===== src/rtl/memory_arbiter.sv =====
// memory_arbiter: merges dcache-FSM and icache word requests onto one RAM port, dcache priority with icache anti-starvation
//  Ports: CLK, RST (async, active-high)
//   icache : iREN, iaddr -> iwait, iload
//   dcache : dREN, dWEN, daddr, dstore -> dwait, dload
//   RAM    : ramREN, ramWEN, ramaddr, ramstore -> ramload, ramstate (00 FREE, 01 BUSY, 10 ACCESS, 11 ERROR)
//   MEMARB_STATS_EN adds dgrants, igrants, errcycles (32-bit wrapping counters)
module memory_arbiter #(
  parameter int MAX_DSTREAK = 4,
  parameter int CNT_W = 3
) (
  input  logic        CLK,
  input  logic        RST,
  input  logic        iREN,
  input  logic [31:0] iaddr,
  output logic        iwait,
  output logic [31:0] iload,
  input  logic        dREN,
  input  logic        dWEN,
  input  logic [31:0] daddr,
  input  logic [31:0] dstore,
  output logic        dwait,
  output logic [31:0] dload,
  output logic        ramREN,
  output logic        ramWEN,
  output logic [31:0] ramaddr,
  output logic [31:0] ramstore,
  input  logic [31:0] ramload,
  input  logic [1:0]  ramstate
`ifdef MEMARB_STATS_EN
  ,
  output logic [31:0] dgrants,
  output logic [31:0] igrants,
  output logic [31:0] errcycles
`endif
);
  typedef enum logic [1:0] {IDLE, DGNT, IGNT} state_t;
  state_t state;
  logic [CNT_W-1:0] streak;
  logic dReq, access, starve;
  assign dReq = dREN | dWEN;
  assign access = ramstate == 2'b10;
  // icache is forced through only when it is actually waiting and the dcache has used its streak
  assign starve = iREN && streak == CNT_W'(MAX_DSTREAK);
  always_ff @(posedge CLK or posedge RST)
    if (RST) begin
      state <= IDLE;
      streak <= '0;
    end else
      case (state)
        IDLE: state <= (dReq && !starve) ? DGNT : iREN ? IGNT : IDLE;
        DGNT:
          if (!dReq) begin
            state <= IDLE;
            streak <= !iREN ? '0 : (streak == CNT_W'(MAX_DSTREAK)) ? streak : streak + CNT_W'(1);
          end
        IGNT: begin
          streak <= '0;
          if (access || !iREN) state <= IDLE;
        end
        default: state <= IDLE;
      endcase
  // RAM side follows the owner's request lines directly so a dropped request releases the RAM the same cycle
  assign ramREN = (state == DGNT) ? (dREN && !dWEN) : (state == IGNT && iREN);
  assign ramWEN = state == DGNT && dWEN;
  assign ramaddr = (state == DGNT) ? daddr : (state == IGNT) ? iaddr : '0;
  assign ramstore = (state == DGNT) ? dstore : '0;
  assign dwait = !(state == DGNT && access);
  assign iwait = !(state == IGNT && access);
  assign iload = ramload;
  assign dload = ramload;
  assert property (@(posedge CLK) disable iff (RST) !(dREN && dWEN));
`ifdef MEMARB_STATS_EN
  always_ff @(posedge CLK or posedge RST)
    if (RST) begin
      dgrants <= '0;
      igrants <= '0;
      errcycles <= '0;
    end else begin
      if (state == DGNT && access) dgrants <= dgrants + 32'd1;
      if (state == IGNT && access) igrants <= igrants + 32'd1;
      if (state != IDLE && ramstate == 2'b11) errcycles <= errcycles + 32'd1;
    end
`endif
endmodule


===== config.mk =====
export PLATFORM = sky130hd
export DESIGN_NAME = memory_arbiter
export DESIGN_NICKNAME = d
export VERILOG_FILES = /design/src/rtl/memory_arbiter.sv
export SDC_FILE = /design/constraint.sdc
export NUM_CORES = 1
export LEC_CHECK = 0
export BUFFER_PORTS_ARGS = -buffer_cell sky130_fd_sc_hd__buf_2
export CORE_AREA = 2 2 102 104
export DETAILED_ROUTE_END_ITERATION = 12
export DIE_AREA = 0 0 104 106
export HOLD_SLACK_MARGIN = 0.06
export PLACE_DENSITY = 0.53
export SLEW_MARGIN = 20
export SYNTH_ARGS = -nofsm -noshare
export SYNTH_HDL_FRONTEND = slang
export SYNTH_SLANG_ARGS = --single-unit
export TNS_END_PERCENT = 50

===== constraint.sdc =====
create_clock -name CLK -period 1.9 [get_ports CLK]
set_clock_uncertainty 0.2 [all_clocks]
set_input_delay 0.095 -clock CLK [delete_from_list [all_inputs] [get_ports CLK]]
set_output_delay 0.095 -clock CLK [all_outputs]
set_load 0.01 [all_outputs]

# After elaboration in Yosys (flattened, before gate mapping)
# Cells that the tools add are included.
word_totals:
  reg_bits: 5
  inputBits: 135
  elab_cells: 41
classes:
  n_addsub: 1
  n_eq_ne: 7
  n_mux: 13
  bitwise_logic: 1
  reduce_logical: 17
ops:
  columns: ["op", "count"]
  rows:
  - ["2-to-1 mux 32 bit", 3]
  - ["2-to-1 mux 3 bit", 3]
  - ["2-to-1 mux 2 bit", 4]
  - ["logical AND 1 bit", 7]
  - ["case mux 2 bit (3 select lines)", 1]
  - ["case mux 3 bit (2 select lines)", 1]
  - ["logical NOT 1 bit", 5]
  - ["equality test 2 bit, second input constant", 2]
  - ["!= test 2 bit, second input constant", 2]
  - ["adder 3 x 1 -> 3 bit, second input constant", 1]
  - ["equality test 3 bit, second input constant", 1]
  - ["!= test 3 bit, second input constant", 1]
  - ["AND reduction 3 bit", 1]
  - ["equality test 2 x 1 -> 1 bit, second input constant", 1]
  - ["logical NOT 2 bit", 1]
  - ["AND reduction 2 bit", 1]
  - ["nonzero test 2 bit", 1]
  - ["logical OR 1 bit", 1]
  - ["2-to-1 mux 1 bit", 1]
  - ["OR 1 bit", 1]

# Depth between registers and ports, before layout
# Gate-level depths: netlist (run 1).
logic_depth:
  word_depth: 6
  depth_mapped: 5
  mapped_depth_nobuf: 5

# Least setup slack after synthesis (run 1)
# OpenSTA, ideal clock, no wires.
synth_path:
  kind: "register to output"
  startpoint: "register state[1]"
  endpoint: "output ramaddr[10]"
  arrival_ps: 1119
  required_time_ps: 1605
  slack_ps: 486
  path_stages_with_launch: 5
  path_buffers: 2
  cell_sequence: "dfrtp_1 -> and2b_1 -> buf_6 -> buf_6 -> a22o_1"
synth_via:
  elab_chain_len: 3
  elab_cells_between_ends: 4
synth_rtl:
  columns: ["element", "line", "rtl"]
  rows:
  - ["from (decl)", "37", "state_t state;"]
  - ["from (signal assigned)", "50", "IDLE: state <= (dReq && !starve) ? DGNT : iREN ? IGNT : IDLE;"]
  - ["equality test 2 bit", "65", "assign ramaddr = (state == DGNT) ? daddr : (state == IGNT) ? iaddr : '0;"]
  - ["2-to-1 mux 32 bit", "65", null]
  - ["2-to-1 mux 32 bit *", "65", null]
  - ["to (decl)", "25", "output logic [31:0] ramaddr,"]
# Every way passes the cells marked *; elsewhere a longest branch is shown, timed or not.

# Final worst setup path (run 1)
layout_path:
  startpoint: "register state[1]"
  endpoint: "output ramaddr[0]"
# The elaborated chain is that of the path after synthesis.

==> metrics, run 1 <==
RSZ-0062 raised after global routing=no; CP startpoint kind=flop; Switching Fraction=0.4036; hold_sp=dWEN; YS warnings=0; most common cell after layout, fill and taps aside=buf_2; Slowest-stage cell, CP=dfrtp_1; Root Buffer=clkbuf_8; drt first pass iters=4; Sinks on Clock Net=5; crit path cell chain=and2b_1 -> buf_12 -> a22o_1 -> buf_2; number of diodes=0; WL met3=614 µm; Via Count=1,750; Vias/cell=3.889; largest net degree at the start of global routing=42; critical path's top delay family=flip-flops; reg2reg setup slack=0.41 ns; layout cells sized above 1=0.5669; Post-Syn Area=1403 µm²; vias in the first global route=1,696; sequential share of the synthesized area=0.08921; syn avg cell area=7.924 µm²; min-delay worst type=in2reg; die area=11,020 µm²; Clock Tree Buf Depth=2; combinational power share=0.670; detailed placement HPWL=4.504 mm; Starting DRT DRC Count=54; RD Place Congestion=0.7612; register area=125.1 µm²; max layer used=met4; Slew headroom=0.7887; endpoints failing setup=0; Post-Route M1 WL=2.159 mm; first-pass GRT wire length=8.390 mm; pwr/cell area=465.0 nW/µm²; Clk Latency, worst-skew pair=0.22 ns; fin crit period=1.803 ns; Mapped Nets=314; Peak Freq=554.6 MHz; worst slew pin tran=0.3163 ns; starting density of the core=0.1403; crit path DAT=1.51 ns; TritonCTS clock tree=yes; slowest stage delay, CP=0.46 ns; Port Buffer Count=170; Chip Width=104 µm; synthesis-to-layout area growth=62.62%; Worst Path Required=1.60 ns; RR Endpoint=streak[2]$_DFFE_PP0P_; proportion of power drawn by the clock network=0.184; CTS buffer count=3; initial antenna violation count=0; FILL cells=1,128; area taken by multi-input logic gates=689.4 µm²; DR WL met2=2.781 mm; commonest cells after routing, fill and taps aside=buf_2, dlygate4sd3_1, and2_1; Cell Rows=37; final hold vios=0; net load switching power=428.0 µW; Post-DP Area=1886 µm²; Seq pwr share=0.146; boundary pin count=267; status=finished clean; Peak VDD IR=0.0001610 V; gr usage total=0.09310; Worst Hold Path EP=streak[0]$_DFFE_PP0P_; Crit. path cell count=4; DR WL/cell=12.41 µm; internal cell power=632.5 µW; setup tns final=0 ns; Lkg Pwr=0.001294 µW; Tot Pwr=1061 µW; CTS H-tree lvls=1; post-synthesis register bit count=5; CP endpoint kind=output port; die height=106 µm; max-slew violation count=0; maxcap violations=0; Mapped Cells=177; CP bufs+invs=2; worst hold path depth=4; Final #Nets=452; Post-CTS Repair Setup Buffers=0; Tcrit/Tclk final=0.9490; drt total wl=5.585 mm; Crit Path Class=reg2out; Synth cell types=23; reg2reg start=state[1]$_DFFE_PP0P_; final instance area=2281 µm²; GRT overflow=0; Core Area=10000 µm²; clk slew on worst S/H paths=0.03 ns; CP Max Fanout=33; DR DRC count=0; worst reg2reg path depth=3; count of antenna-violating nets left after detailed routing=0
-- routing by layer --
metal,global-route usage,vias up
met5,0,-
met4,0.01641,0
met3,0.02391,4
met2,0.1743,150
met1,0.1075,788
li1,-,808
-- logic make-up (layout without fill, tap and decap cells) --
logic type / Yosys count / after routing / synth area share
and+or+nand+nor: 52 / 52 / 0.2284
buffers and inverters: 79 / 216 / 0.4228
adders and majority gates: 2 / 2 / 0.01784
AOI/OAI and AO/OA: 38 / 38 / 0.2346
muxes: 1 / 1 / 0.007137
DFF: 5 / 5 / 0.08921
-- synth_stat cells --
cell type | number | area [µm²]
a22o_1 | 32 | 280.3
o22ai_1 | 1 | 6.260
a32o_1 | 1 | 10.01
nand2b_1 | 3 | 18.77
buf_4 | 65 | 488.0
nor2b_2 | 1 | 8.760
nand2_1 | 6 | 22.52
a21boi_1 | 1 | 7.510
inv_1 | 4 | 15.01
ha_1 | 2 | 25.02
o2bb2ai_1 | 1 | 8.760
dfrtp_1 | 5 | 125.1
clkbuf_1 | 3 | 11.26
and2b_1 | 1 | 7.510
o21a_1 | 1 | 7.510
and2_1 | 33 | 206.5
nor2_1 | 3 | 11.26
a221oi_1 | 1 | 8.760
mux2i_1 | 1 | 10.01
nor2b_1 | 1 | 6.260
nand3_1 | 3 | 15.01
buf_6 | 7 | 78.83
nor4b_4 | 1 | 23.77
-- worst reg2reg max path: stages (launching register included) --
cell and delay, ns:
dfrtp_1 0.46, nor4b_4 0.40, a21boi_1 0.21, o22ai_1 0.10
-- layout make-up --
cell class | instances | share of cell area
timing repair buffer | 208 | 0.5420
multi-input combinational | 93 | 0.3022
tap | 136 | 0.07460
sequential | 5 | 0.05485
clock buffer | 4 | 0.01975
inverter | 4 | 0.006583
-- power by group through the flow --
stage	Sequential [µW]	Combinational, µW	Clock (µW)
after global routing	161	781	208
after CTS	155	719	202
final	155	711	195
after floorplan	151	474	0
after detailed placement	157	607	0
after global placement	157	600	0
-- what timing repair did --
action	4_1_cts	5_1_grt
endpoints found under the hold margin	73	0
resized for setup	0	0
hold buffers	35	0
-- how the worst max path moves through the flow --
| stage | from | to |
|---|---|---|
| detailed placement | state[1]$_DFFE_PP0P_ | ramREN |
| global placement | state[1]$_DFFE_PP0P_ | ramREN |
| finish | state[1]$_DFFE_PP0P_ | ramaddr[0] |
| global route | state[1]$_DFFE_PP0P_ | ramaddr[0] |
| floorplan | state[1]$_DFFE_PP0P_ | ramaddr[10] |
| CTS | state[1]$_DFFE_PP0P_ | ramREN |
-- metrics by stage --
step / instances / setup WS, ns / util / hold slack (ns)
floorplan: 177 / 0.4855 / - / -0.3265
global placement: 411 / 0.3491 / 0.1886 / -0.1974
detailed placement: 411 / 0.3159 / 0.1886 / -0.1953
CTS: 450 / 0.08495 / 0.2281 / 0.1178
global route: 450 / 0.005604 / 0.2281 / 0.1393
finish: 450 / 0.09692 / 0.2281 / 0.09905
-- registers in the layout, summed over array words and instances (netlist names) --
signal	cells
streak	3
state	2
Power figures use the tool's default switching activity.
==> inputs of run 2 (changes only) <==
--- a/config.mk
+++ b/config.mk
@@ -6,11 +6,14 @@
 export NUM_CORES = 1
 export LEC_CHECK = 0
 export BUFFER_PORTS_ARGS = -buffer_cell sky130_fd_sc_hd__buf_2
-export CORE_AREA = 2 2 102 104
+export CELL_PAD_IN_SITES_DETAIL_PLACEMENT = 0
+export CELL_PAD_IN_SITES_GLOBAL_PLACEMENT = 1
+export CORE_AREA = 2 2 104 106
 export DETAILED_ROUTE_END_ITERATION = 12
-export DIE_AREA = 0 0 104 106
+export DIE_AREA = 0 0 106 108
+export GPL_TIMING_DRIVEN = 1
 export HOLD_SLACK_MARGIN = 0.06
-export PLACE_DENSITY = 0.53
+export PLACE_DENSITY = 0.8
 export SLEW_MARGIN = 20
 export SYNTH_ARGS = -nofsm -noshare
 export SYNTH_HDL_FRONTEND = slang
==> run 2 against run 1 <==
Critical path depth stayed put. Die area grew 3.8%. Worst hold slack worse by 0.028 ns. Clock power grew 5%. First-iteration DRC count grew 52%. Combinational power increased by 1%. Final cell count unchanged. Via count is 1.6% higher. Largest cell class unchanged. Core utilization fell by 0.39 points.
==> metrics, run 2 (synthesis results as in run 1) <==
die height=108 µm (+1.9%); worst slew pin tran=0.3061 ns (-0.01024 ns); initial antenna violation count=1 (+1); Cell Rows=37 (unchanged); crit path DAT=1.54 ns (+0.03 ns); CP endpoint kind=output port; Via Count=1,778 (+1.6%); Post-DP Area=1898 µm² (+0.66%); setup tns final=0 ns (unchanged); reg2reg start=state[1]$_DFFE_PP0P_; CP startpoint=state[1]$_DFFE_PP0P_; met3 usage=0.02833 (+0.004419); RD Place Congestion=0.7634 (+0.29%); most common cell after layout, fill and taps aside=buf_2; worst reg2reg path depth=3 (unchanged); grt met1 use=0.08880 (-0.01870); die area=11,450 µm² (+3.8%); Chip Width=106 µm (+1.9%); Clk Latency, worst-skew pair=0.23 ns (about the same); CTS H-tree lvls=1 (unchanged); setup ws final=0.06047 ns (-0.03645 ns); Root Buffer=clkbuf_8; RSZ-0062 raised after global routing=no; hold_sp=dWEN; endpoints failing setup=0 (unchanged); GR peak layer=met2; Tcrit/Tclk final=0.9682 (+0.01919); met2 Resource Use GR=0.1802 (+0.005842); reg2reg setup slack=0.39 ns (-0.02 ns); max-slew violation count=0 (unchanged); Core Area=10,230 µm² (+2.3%); RR Endpoint=streak[2]$_DFFE_PP0P_; boundary pin count=267 (unchanged); layout cells sized above 1=0.5669 (unchanged); clk slew on worst S/H paths=0.04 ns (about the same); DR DRC count=0 (unchanged); Crit Path Class=reg2out; worst hold path depth=4 (unchanged); DR WL/cell=13.26 µm (+6.9%); pre-CTS setup slack=0.2968 ns (-0.01912 ns); Starting DRT DRC Count=82 (+52%); CTS buffer count=3 (unchanged); drt total wl=5.968 mm (+6.9%); GRT overflow=0 (unchanged); Worst Path Required=1.60 ns (about the same); Peak VDD IR=0.0001875 V (+16%); status=finished clean; CP Max Fanout=33 (unchanged); max reg flops=3 (unchanged); Lkg Pwr=0.001299 µW (+0.41%); final hold vios=0 (unchanged); vias in the first global route=1,678 (-1.1%); Sinks on Clock Net=5 (unchanged); detailed placement HPWL=4.821 mm (+7.0%); Port Buffer Count=170 (unchanged); synthesis-to-layout area growth=63.51%; number of diodes=0 (unchanged); TritonCTS clock tree=yes; fin crit period=1.840 ns (+0.03645 ns); CP startpoint kind=flop; first-pass GRT wire length=8.280 mm (-1.3%); Slew headroom=0.7951 (+0.006400); Worst Hold Path EP=streak[0]$_DFFE_PP0P_; Peak Freq=543.6 MHz (-2.0%); min-delay worst type=in2reg; starting density of the core=0.1371 (-0.003173); pwr/cell area=471.5 nW/µm² (+1.4%); Post-CTS Repair Setup Buffers=0 (unchanged); gr usage total=0.09205 (-0.001050); final instance area=2293 µm² (+0.55%); Top Registers=streak x3, state x2; Vias/cell=3.951 (+1.6%); Final #Nets=452 (unchanged); maxcap violations=0 (unchanged); drt first pass iters=4 (unchanged); Clock Tree Buf Depth=2 (unchanged); largest net degree at the start of global routing=55 (+31%); commonest cells after routing, fill and taps aside=buf_2, dlygate4sd3_1, and2_1; Reg with most FFs=streak; Final Util=0.2242 (-0.003938); count of antenna-violating nets left after detailed routing=0 (unchanged)
-- run 2: changes by cell type in the layout (fill, tap and decap cells not counted) --
cell	change
buf_4	-1
buf_12	+1
-- run 2: critical path, cell delays in order, from the launching register on --
cell     delay [ns]
dfrtp_1        0.47
and2b_1        0.26
buf_12         0.18
a22o_1         0.25
buf_2          0.14
-- run 2: cell type report --
type,count,area [µm²]
clock buffer,4,45.04
fill,1120,7938
inverter,4,15.01
multi-input combinational,93,689.4
sequential,5,125.1
tap,136,170.2
timing repair buffer,208,1249
-- run 2: power by group --
group          switching [µW]  internal, µW
registers                23.5           133
logic                     357           363
clock network            60.1           145
-- run 2: worst max-delay path by stage --
stage                        endpoint  slack, ns
after CTS                 ramaddr[20]       0.05
after detailed placement  ramaddr[20]       0.30
final                     ramaddr[20]       0.06
after global placement    ramaddr[20]       0.36
after floorplan           ramaddr[10]       0.49
after global routing      ramaddr[25]      0.006
-- run 2: stage by stage --
stage | cells | total power (µW) | hold WS [ns]
after floorplan | 177 | 624.8 | -0.3265
after CTS | 450 | 1092 | 0.07277
after detailed placement | 411 | 769.2 | -0.1934
after global placement | 411 | 757.0 | -0.1975
after global routing | 450 | 1176 | 0.1095
final | 450 | 1081 | 0.07058
-- run 2: routing by layer --
metal	vias up	part of all wire
met4	0	0.038
met1	762	0.32
met3	20	0.12
li1	812	-
met2	184	0.52
met5	-	0
-- run 2: what timing repair did --
action,CTS,global route
hold endpoints to repair,73,0
hold buffers,35,0
resized for setup,0,0
==> inputs of run 3 (changes only) <==
--- a/config.mk
+++ b/config.mk
@@ -8,9 +8,9 @@
 export BUFFER_PORTS_ARGS = -buffer_cell sky130_fd_sc_hd__buf_2
 export CELL_PAD_IN_SITES_DETAIL_PLACEMENT = 0
 export CELL_PAD_IN_SITES_GLOBAL_PLACEMENT = 1
-export CORE_AREA = 2 2 104 106
+export CORE_AREA = 2 2 107 109
 export DETAILED_ROUTE_END_ITERATION = 12
-export DIE_AREA = 0 0 106 108
+export DIE_AREA = 0 0 109 111
 export GPL_TIMING_DRIVEN = 1
 export HOLD_SLACK_MARGIN = 0.06
 export PLACE_DENSITY = 0.8
==> constraint.sdc (replaced) <==
create_clock -name CLK -period 1.5 [get_ports CLK]
set_clock_uncertainty 0.2 [all_clocks]
set_input_delay 0.075 -clock CLK [delete_from_list [all_inputs] [get_ports CLK]]
set_output_delay 0.075 -clock CLK [all_outputs]
set_load 0.01 [all_outputs]
==> run 3 against run 2 <==
The run now ends with setup timing left. Worst hold slack improved by 0.020 ns. Core utilization shrank 0.50 points. Register-to-register slack worse by 0.40 ns. Setup slack got worse by 0.27 ns. Design area grew 5.8%.
==> metrics, run 3 (synthesis results as in run 1) <==
gr usage total=0.08741 (-0.004640); setup ws final=-0.2136 ns (-0.2740 ns); WL met3=604 µm (-18%); DR WL/cell=12.52 µm (-5.6%); worst reg2reg path depth=4 (+1); Final #Nets=457 (+1.1%); Cell Rows=39 (+5.4%); clk slew on worst S/H paths=0.04 ns (about the same); final hold vios=0 (unchanged); Clk Latency, worst-skew pair=0.23 ns (about the same); setup tns final=-11.92 ns (-11.92 ns); TritonCTS clock tree=yes; Core Area=11,080 µm² (+8.3%); Lkg Pwr=0.001379 µW (+6.2%); Root Buffer=clkbuf_16; layout cells sized above 1=0.5893 (+0.02246); pre-CTS setup slack=-0.04960 ns (-0.3464 ns); RR Endpoint=streak[2]$_DFFE_PP0P_; Via Count=1,783 (+0.28%); detailed placement HPWL=4.685 mm (-2.8%); Port Buffer Count=170 (unchanged); Slew headroom=0.6959 (-0.09916); combinational power share=0.596 (-0.070); drt total wl=5.782 mm (-3.1%); first-pass GRT wire length=8.052 mm (-2.8%); fin crit period=1.714 ns; maxcap violations=0 (unchanged); boundary pin count=267 (unchanged); vias in the first global route=1,786 (+6.4%); Top Registers=streak x3, state x2; Crit Path Class=reg2out; max reg flops=3 (unchanged); Clock Tree Buf Depth=2 (unchanged); Seq pwr share=0.123 (-0.021); commonest cells after routing, fill and taps aside=buf_2, dlygate4sd3_1, and2_1; endpoints failing setup=69 (+69); Peak Freq=583.6 MHz; Starting DRT DRC Count=59 (-28%); die area=12,100 µm² (+5.7%); Peak VDD IR=0.0003341 V (+78%); number of diodes=0 (unchanged); proportion of power drawn by the clock network=0.281 (+0.092); largest net degree at the start of global routing=51 (-7.3%); reg2reg start=state[1]$_DFFE_PP0P_; die height=111 µm (+2.8%); CTS H-tree lvls=1 (unchanged); reg2reg setup slack=-0.01 ns (-0.40 ns); CTS buffer count=3 (unchanged); RSZ-0062 raised after global routing=yes; min-delay worst type=in2async; count of antenna-violating nets left after detailed routing=0 (unchanged); Sinks on Clock Net=5 (unchanged); crit path DAT=1.44 ns (-0.10 ns); Vias/cell=3.859 (-2.3%); Non-Filler Instances=462 (+2.7%); worst slew pin tran=0.4552 ns (+0.1491 ns); CP endpoint kind=output port; DR WL met2=3.386 mm (+9.7%); drt first pass iters=4 (unchanged); synthesis-to-layout area growth=73.06%; Chip Width=109 µm (+2.8%); CP Max Fanout=18 (-45%); internal cell power=1008 µW (+57%); pwr/cell area=651.5 nW/µm² (+38%); max-slew violation count=0 (unchanged); Tcrit/Tclk final=1.142; net load switching power=573.8 µW (+30%); DR DRC count=0 (unchanged); Switching Fraction=0.3628 (-0.04495); Reg with most FFs=streak; Post-Route M1 WL=1.764 mm (-7.7%); starting density of the core=0.1266 (-0.01047); initial antenna violation count=0 (-1); status=finished with violations; RD Place Congestion=0.6988 (-8.5%); max layer used=met4; CP startpoint kind=flop; most common cell after layout, fill and taps aside=buf_2; Tot Pwr=1581 µW (+46%); GRT overflow=0 (unchanged); failing checks=setup timing; placed insts=420 (+2.2%); Worst Path Required=1.22 ns (-0.38 ns)
run 3: worst max path at each step:
stage                    startpoint           to  slack (ns)  cells past startpoint
4_1_cts        state[1]$_DFFE_PP0P_   ramaddr[1]       -0.24                      6
2_1_floorplan  state[1]$_DFFE_PP0P_  ramaddr[10]        0.11                      4
6_report       state[1]$_DFFE_PP0P_  ramaddr[26]       -0.21                      4
3_3_place_gp   state[0]$_DFFE_PP0P_  ramaddr[26]      -0.006                      4
3_5_place_dp   state[0]$_DFFE_PP0P_  ramaddr[26]       -0.05                      4
5_1_grt        state[1]$_DFFE_PP0P_  ramaddr[26]       -0.29                      5
run 3: final cells by class:
cell class                      instances  area, µm²
Inverter                                4      15.01
Fill cell                            1208       8650
Timing Repair Buffer                  213       1324
Sequential cell                         5      125.1
Clock buffer                            4      78.83
Multi-Input combinational cell         93      705.7
Tap cell                              143      178.9
run 3: power groups by stage:
| stage | Clock, µW | Sequential [µW] | Combinational [µW] |
|---|---|---|---|
| after global placement | 0 | 192 | 759 |
| final | 444 | 194 | 943 |
| after CTS | 448 | 195 | 941 |
| after detailed placement | 0 | 197 | 775 |
| after global routing | 460 | 200 | 1050 |
| after floorplan | 0 | 191 | 601 |
run 3: timing repair:
action | CTS | global route
hold buffers | 35 | 0
hold endpoints to repair | 73 | 0
endpoints found under the setup margin | 71 | 71
pin swaps | 2 | 5
gates resized for setup | 14 | 5
setup buffers | 2 | 1
run 3: through the flow:
step | hold WS (ns) | utilization | area, µm²
floorplan | -0.3465 | - | 1403
global placement | -0.2136 | 0.1724 | 1909
detailed placement | -0.2118 | 0.1724 | 1909
CTS | 0.08880 | 0.2169 | 2402
global route | 0.1159 | 0.2191 | 2427
finish | 0.09097 | 0.2191 | 2427
run 3: critical path, stage by stage, from the launching register on:
cell	delay [ns]
dfrtp_1	0.39
and2b_2	0.25
buf_12	0.16
a22o_1	0.25
buf_2	0.14
run 3: per-layer routing:
layer  up-vias  track usage
met1       799      0.07624
met3         4      0.02116
met5         -            0
li1        821            -
met4         0      0.01026
met2       159       0.1925
